### config.mk
export PLATFORM = sky130hd
export DESIGN_NAME = inv_sub_sequencer
export DESIGN_NICKNAME = d
export VERILOG_FILES = /design/src/rtl/inv_sub_sequencer.sv
export SDC_FILE = /design/constraint.sdc
export NUM_CORES = 2
export LEC_CHECK = 0
export BUFFER_PORTS_ARGS = -buffer_cell sky130_fd_sc_hd__buf_4
export CAP_MARGIN = 10
export CORE_MARGIN = 2
export CORE_UTILIZATION = 50
export DETAILED_ROUTE_END_ITERATION = 16
export PLACE_DENSITY_LB_ADDON = 0.15
export SYNTH_ARGS = -nofsm -noshare
export SYNTH_HDL_FRONTEND = slang
export SYNTH_SLANG_ARGS = --single-unit
export TNS_END_PERCENT = 30
### constraint.sdc
create_clock -name clk -period 48.7 [get_ports clk]
set_input_delay 9.74 -clock clk [delete_from_list [all_inputs] [get_ports clk]]
set_output_delay 9.74 -clock clk [all_outputs]
set_load 0.02 [all_outputs]
### src/rtl/inv_sub_sequencer.sv
// Purpose : time-multiplexed AES inverse SubBytes; LANES inverse S-boxes process one 128-bit state over N=16/LANES beats.
// Latency : N cycles from the acceptance edge to out_valid; one state every N+2 cycles sustained.
// Backpressure: the result holds in DONE until out_ready; in_ready stays low while a state is in flight.
//
// Ports:
//   clk, reset_n            clock (rising edge), asynchronous active-low reset
//   flush                   synchronous abort of any state in flight
//   in_valid/in_ready       input handshake, in_data = 128-bit state
//   out_valid/out_ready     output handshake, out_data = inverse-substituted state
//   busy                    high while beats are being processed
// Byte i of a state sits at bits [127-8i -: 8], so byte 0 is the leftmost byte of a hex literal.

// Single inverse S-box: inverse affine transform followed by the GF(2^8) multiplicative inverse.
module aes_invS_box (
  input  logic [7:0] in_byte,
  output logic [7:0] out_byte
);

  function automatic logic [7:0] xtime(input logic [7:0] a);
    return {a[6:0], 1'b0} ^ (a[7] ? 8'h1b : 8'h00);
  endfunction

  function automatic logic [7:0] gf_mul(input logic [7:0] a, input logic [7:0] b);
    logic [7:0] acc;
    logic [7:0] sh;
    acc = '0;
    sh  = a;
    for (int i = 0; i < 8; i++) begin
      if (b[i]) acc = acc ^ sh;
      sh = xtime(sh);
    end
    return acc;
  endfunction

  logic [7:0] aff;
  logic [7:0] sq;
  logic [7:0] inv;

  always_comb begin
    // inverse affine: rotl1 ^ rotl3 ^ rotl6 ^ 0x05
    aff = {in_byte[6:0], in_byte[7]} ^ {in_byte[4:0], in_byte[7:5]} ^
          {in_byte[1:0], in_byte[7:2]} ^ 8'h05;
    // x^254 = x^-1 in GF(2^8) (and 0 -> 0): product of x^2, x^4, ..., x^128
    sq  = aff;
    inv = 8'h01;
    for (int i = 1; i < 8; i++) begin
      sq  = gf_mul(sq, sq);
      inv = gf_mul(inv, sq);
    end
  end

  assign out_byte = inv;

endmodule

module inv_sub_sequencer #(
  parameter int LANES = 4
) (
  input  logic         clk,
  input  logic         reset_n,
  input  logic         flush,
  input  logic         in_valid,
  output logic         in_ready,
  input  logic [127:0] in_data,
  output logic         out_valid,
  input  logic         out_ready,
  output logic [127:0] out_data,
  output logic         busy
);

  localparam int N  = 16 / LANES;
  localparam int BW = (N > 1) ? $clog2(N) : 1;

  generate
    if (LANES < 1 || LANES > 16 || (16 % LANES) != 0) begin : g_bad_lanes
      $error("inv_sub_sequencer: LANES must divide 16");
    end
  endgenerate

  localparam logic [1:0] S_IDLE = 2'd0;
  localparam logic [1:0] S_BUSY = 2'd1;
  localparam logic [1:0] S_DONE = 2'd2;

  logic [1:0]    state;
  logic [BW-1:0] beat;
  logic [7:0]    src_b [16];
  logic [7:0]    out_b [16];

  logic [3:0]    lane_idx [LANES];
  logic [7:0]    lane_in  [LANES];
  logic [7:0]    lane_out [LANES];

  // Lane l handles byte beat*LANES + l of the captured state.
  always_comb begin
    for (int l = 0; l < LANES; l++) begin
      lane_idx[l] = 4'(int'(beat) * LANES + l);
      lane_in[l]  = src_b[lane_idx[l]];
    end
  end

  for (genvar l = 0; l < LANES; l++) begin : g_lane
    aes_invS_box u_sbox (
      .in_byte  (lane_in[l]),
      .out_byte (lane_out[l])
    );
  end

  always_ff @(posedge clk or negedge reset_n) begin
    if (!reset_n) begin
      state <= S_IDLE;
      beat  <= '0;
      for (int i = 0; i < 16; i++) begin
        src_b[i] <= '0;
        out_b[i] <= '0;
      end
    end else if (flush) begin
      // out_data is deliberately kept; only the control path is abandoned
      state <= S_IDLE;
      beat  <= '0;
    end else begin
      case (state)
        S_IDLE: begin
          if (in_valid && in_ready) begin
            for (int i = 0; i < 16; i++) src_b[i] <= in_data[127-8*i -: 8];
            beat  <= '0;
            state <= S_BUSY;
          end
        end
        S_BUSY: begin
          for (int l = 0; l < LANES; l++) out_b[lane_idx[l]] <= lane_out[l];
          if (beat == BW'(N - 1)) begin
            beat  <= '0;
            state <= S_DONE;
          end else begin
            beat <= beat + 1'b1;
          end
        end
        S_DONE: begin
          if (out_ready) state <= S_IDLE;
        end
        default: state <= S_IDLE;
      endcase
    end
  end

  for (genvar i = 0; i < 16; i++) begin : g_pack
    assign out_data[127-8*i -: 8] = out_b[i];
  end

  // Gate with reset_n so nothing is accepted while reset is held.
  assign in_ready  = (state == S_IDLE) && reset_n;
  assign busy      = (state == S_BUSY);
  assign out_valid = (state == S_DONE);

endmodule

# ---- Word-level counts from Yosys, hierarchy flattened
# Cells that the tools add are included.
# Widths: inputs -> output; s select.
dict set report classes {
  n_addsub 4
  multipliers 0
  n_div 0
  magnitude_cmp 8
  n_eq_ne 6
  n_shift 0
  mux 845
  n_bitwise 773
  reduce_logical 12
}
# op count
set op_table {}
lappend op_table {{$xor 8x8->8} 736}
lappend op_table {{$mux 8} 432}
lappend op_table {{$mux 5} 368}
lappend op_table {{$bwmux 128} 4}
lappend op_table {{$bmux 8 s4} 4}
lappend op_table {{$demux 8 s4} 4}
lappend op_table {{$mux 7} 4}
lappend op_table {{$not 1->1 const A} 28}
lappend op_table {{$mux 6} 4}
lappend op_table {{$mux 2} 11}
lappend op_table {{$ge 5x5->1 const B} 4}
lappend op_table {{$lt 5x1->1 const B} 4}
lappend op_table {{$not 4->5} 4}
lappend op_table {{$mux 4} 4}
lappend op_table {{$mux 3} 4}
lappend op_table {{$add 4x2->4 const B} 2}
lappend op_table {{$not 2->2} 4}
lappend op_table {{$logic_and 1x1->1} 6}
lappend op_table {{$ne 3x2->1 const B} 2}
lappend op_table {{$pmux 2 s3} 1}
lappend op_table {{$reduce_and 3->1} 2}
lappend op_table {{$add 4x1->4 const B} 1}
lappend op_table {{$eq 2x2->1 const B} 2}
lappend op_table {{$mux 1} 4}
lappend op_table {{8 further kinds} 9}
dict set report totals {
  register_bits 260
  latchBits 0
  mem_bits_rw 0
  rom_bits 0
  input_bits 133
  output_inout_bits 131
  wordCells 1682
  memories 0
}

# ---- Depth between registers and ports, before layout
dict set report depth {
  word_depth 137
  mapped_depth 69
  ltp_nobuf 59
}

# ---- Cells and area by module
# Synthesis repeated with hierarchy kept, for this count alone.
dict set report hier_totals {
  cells_unflattened 9211
  hier_area_um2 73588.1
}
# module n_inst cells_per_inst area_each_um2 seq_area_each_um2
set modules_own_cells {}
lappend modules_own_cells {aes_invS_box 4 2149 15462.3 0.0}
lappend modules_own_cells {inv_sub_sequencer 1 615 11738.8 6506.2}

# ---- Worst setup path after synthesis
# Ideal clock, no wire load.
dict set report synth_path {
  path_type {input port to output port}
  start {input port reset_n}
  end {output port in_ready}
  arrival_ns 10.314
  required_time_ns 38.960
  path_slack_ns 28.646
  stages 1
  path_buffers 0
  cell_sequence {nor3b_1}
}
dict set report synth_between {
  elab_chain_len 1
}
# element line
set synth_lines {}
lappend synth_lines {{start, declared} 60} ;# input logic reset_n,
lappend synth_lines {{$logic_and 1x1->1} 151} ;# assign in_ready = (state == S_IDLE) && reset_n;
lappend synth_lines {{end, declared} 63} ;# output logic in_ready,
# Every way passes these cells.

# ---- Worst setup path after layout
# Ends and elaborated chain as after synthesis.

==> flow_summary.ini <==
[setup_path]
path_max_fanout = 60
start_kind = input pin
rrSetupSlack_ps = 28750
worstReg2RegStart = beat[0]
reg2reg_to = out_data[29]
worstPathArrival_ps = 10720
r2r_cells = 49
crit_path_end_kind = primary output
crit_required_ps = 38960
path_class = input pin to primary output

[final_layout]
final_layout_size_suffix_gt1_share_pct = 13.1
final_cell_mix = xnor2_1, nor2_1, nand2_1
areaGrowthSynthToFinish_pct = 7.20
utilization_pct = 54.0
antenna_cells = 0
final_nets = 8485
final_common_cell = xnor2_1

[placed_design]
pre_cts_ws_ps = 28230
dpl.hpwl_mm = 133
place.gp.congestion = 0.934
portBuffers = 263

[logic_synthesis]
syn-cell-area_mm2 = 0.0643
synthXorXnorAreaFrac_pct = 42.9
synthArstFlopShare_pct = 100
synth-compound-area-share_pct = 15.9
synth.avg_cell_area_um2 = 7.72
ys_types = 129
ys_warn_count = 0
yosys.area_share.simple_pct = 18.4
yosys_register_bits = 260
synthMuxAreaShare_pct = 7.16
synth_top_area_cell = xnor2_1
synthFlopType = dfrtp_1
synthCells = 8329
synth-seq-area-share_pct = 10.1
synth_top_area_share_pct = 24.6
yosys-top-cells-area = xnor2_1, dfrtp_1, nor2_1
synth-edff-count = 0
synth_top_family_by_area = XOR/XNOR gates
synth_nets = 8485
synthAdderAreaFrac_pct = 0.666

[timing]
grt_setup_unrepaired = false
setup_viol = 0
hold_ws_ps = 481
postLayoutSetupSlackWorst_ps = 28240
max_freq_ghz = 0.0489
finalCritPeriodShare_pct = 42.0
hold_viol_final = 0
tightest_slew_ps = 1220
min_period_ps = 20460
finClkSkew_ps = 47.6
finalMaxSlewViolations = 0
timing.setup.tns_ps = 0
slew_headroom_pct = 18.5

[min_path]
min_to = out_data[38]
min_from = out_data[38]
hold_class = register to register
holdPathStages = 2

[drt]
drtIter0Drc = 5234
routed_wl_mm = 185
drtPass1Iterations = 7
drcViolationCount = 0
avgRoutedWirePerCell_um = 18.5
num_vias = 58500
vias_per_cell = 5.85
detail-route-antenna-nets = 0

[job]
maxCapViolCount = 0

[clock_network]
clk_pin_slew_worst_paths_ps = 60
cts_resized = 0
cts.sinks = 260
cts_setup_buffers = 0
root_buffer = clkbuf_16
clockBufferDepth = 3
cts_hold_buffers = 0
clock_latency_ps = 630
numCtsBuffers = 31
htree_levels = 1
cts_tree = done

[die]
rows = 131
core-area_mm2 = 0.128
die_h_um = 363
initial_utilization_pct = 50.4
die_w_um = 363
die_area_mm2 = 0.131
ios = 264

[global_route]
antenna_found_initial = 2
grt_busiest_layer = met2
overflow = 0
track_usage_pct = 27.3
grt_pass1_wl_mm = 302
grt_max_degree = 125
grt_use_met3_pct = 2.50
use_met2_pct = 45.6
use_met1_pct = 38.4
grt_pass1_vias = 55600

[status]
status = finished clean
-- routing by layer --
layer | share of wire, % | wire length [um] | vias up
li1 | - | - | 28300
met1 | 45 | 84100 | 28200
met2 | 47 | 86700 | 1784
met3 | 5.9 | 11000 | 217
met4 | 1.7 | 3230 | 0
met5 | 0 | 0 | -
-- flip-flops by register name, indices dropped and copies added (netlist names) --
name	flops
src_b	128
out_data	128
state	2
beat	2
-- worst max-delay path, stage by stage --
cell     delay [ps]
buf_8           350
nor3b_1         330
buf_4           200
-- kinds of logic after synthesis --
family          Yosys count
simple gates           2747
xor+xnor               2619
compound gates         1616
buf+inv                 654
mux                     396
flops                   260
fa+ha+maj                37
-- synthesized netlist by cell type (all sizes together), types with 16 or more instances --
master	n
xnor2	1929
nor2	1194
nand2	819
o21ai	477
xor2	470
a21oi	441
clkbuf	348
dfrtp	260
nor3	235
mux2i	192
xnor3	187
buf	184
mux2	171
nand3	156
inv	101
o22ai	101
a211oi	76
a31oi	64
nor2b	63
and2	57
o211ai	55
nand2b	52
or3	41
a22oi	40
a221oi	33
mux4	33
xor3	33
and3	29
o21a	29
o221ai	28
o32ai	28
ha	23
or2	23
o31ai	21
nand4	20
a311oi	18
a32oi	16
-- worst max-delay path by stage --
stage / from / end / slack (ps)
3_5_place_dp: reset_n / in_ready / 28230
6_report: reset_n / in_ready / 28240
3_3_place_gp: reset_n / in_ready / 28280
4_1_cts: reset_n / in_ready / 28230
5_1_grt: beat[0] / out_data[29] / 27210
2_1_floorplan: reset_n / in_ready / 28650
-- metrics by stage --
stage	cell area (um2)	cells
floorplan	64300	8329
global placement	67900	9957
detailed placement	67900	9957
CTS	68900	10000
global route	68900	10000
finish	68900	10000
-- cell type report --
type	instances	area (um2)
repair buffers	506	3820
well taps	1662	2080
fillers	12100	58600
multi-input cells	7415	55000
inverters	115	434
flip-flops and latches	260	6510
clock inverters	12	155
clock buffers	42	877
Power is not shown: default switching activity piles up to over one toggle a cycle in this logic, so the estimate is an artifact.
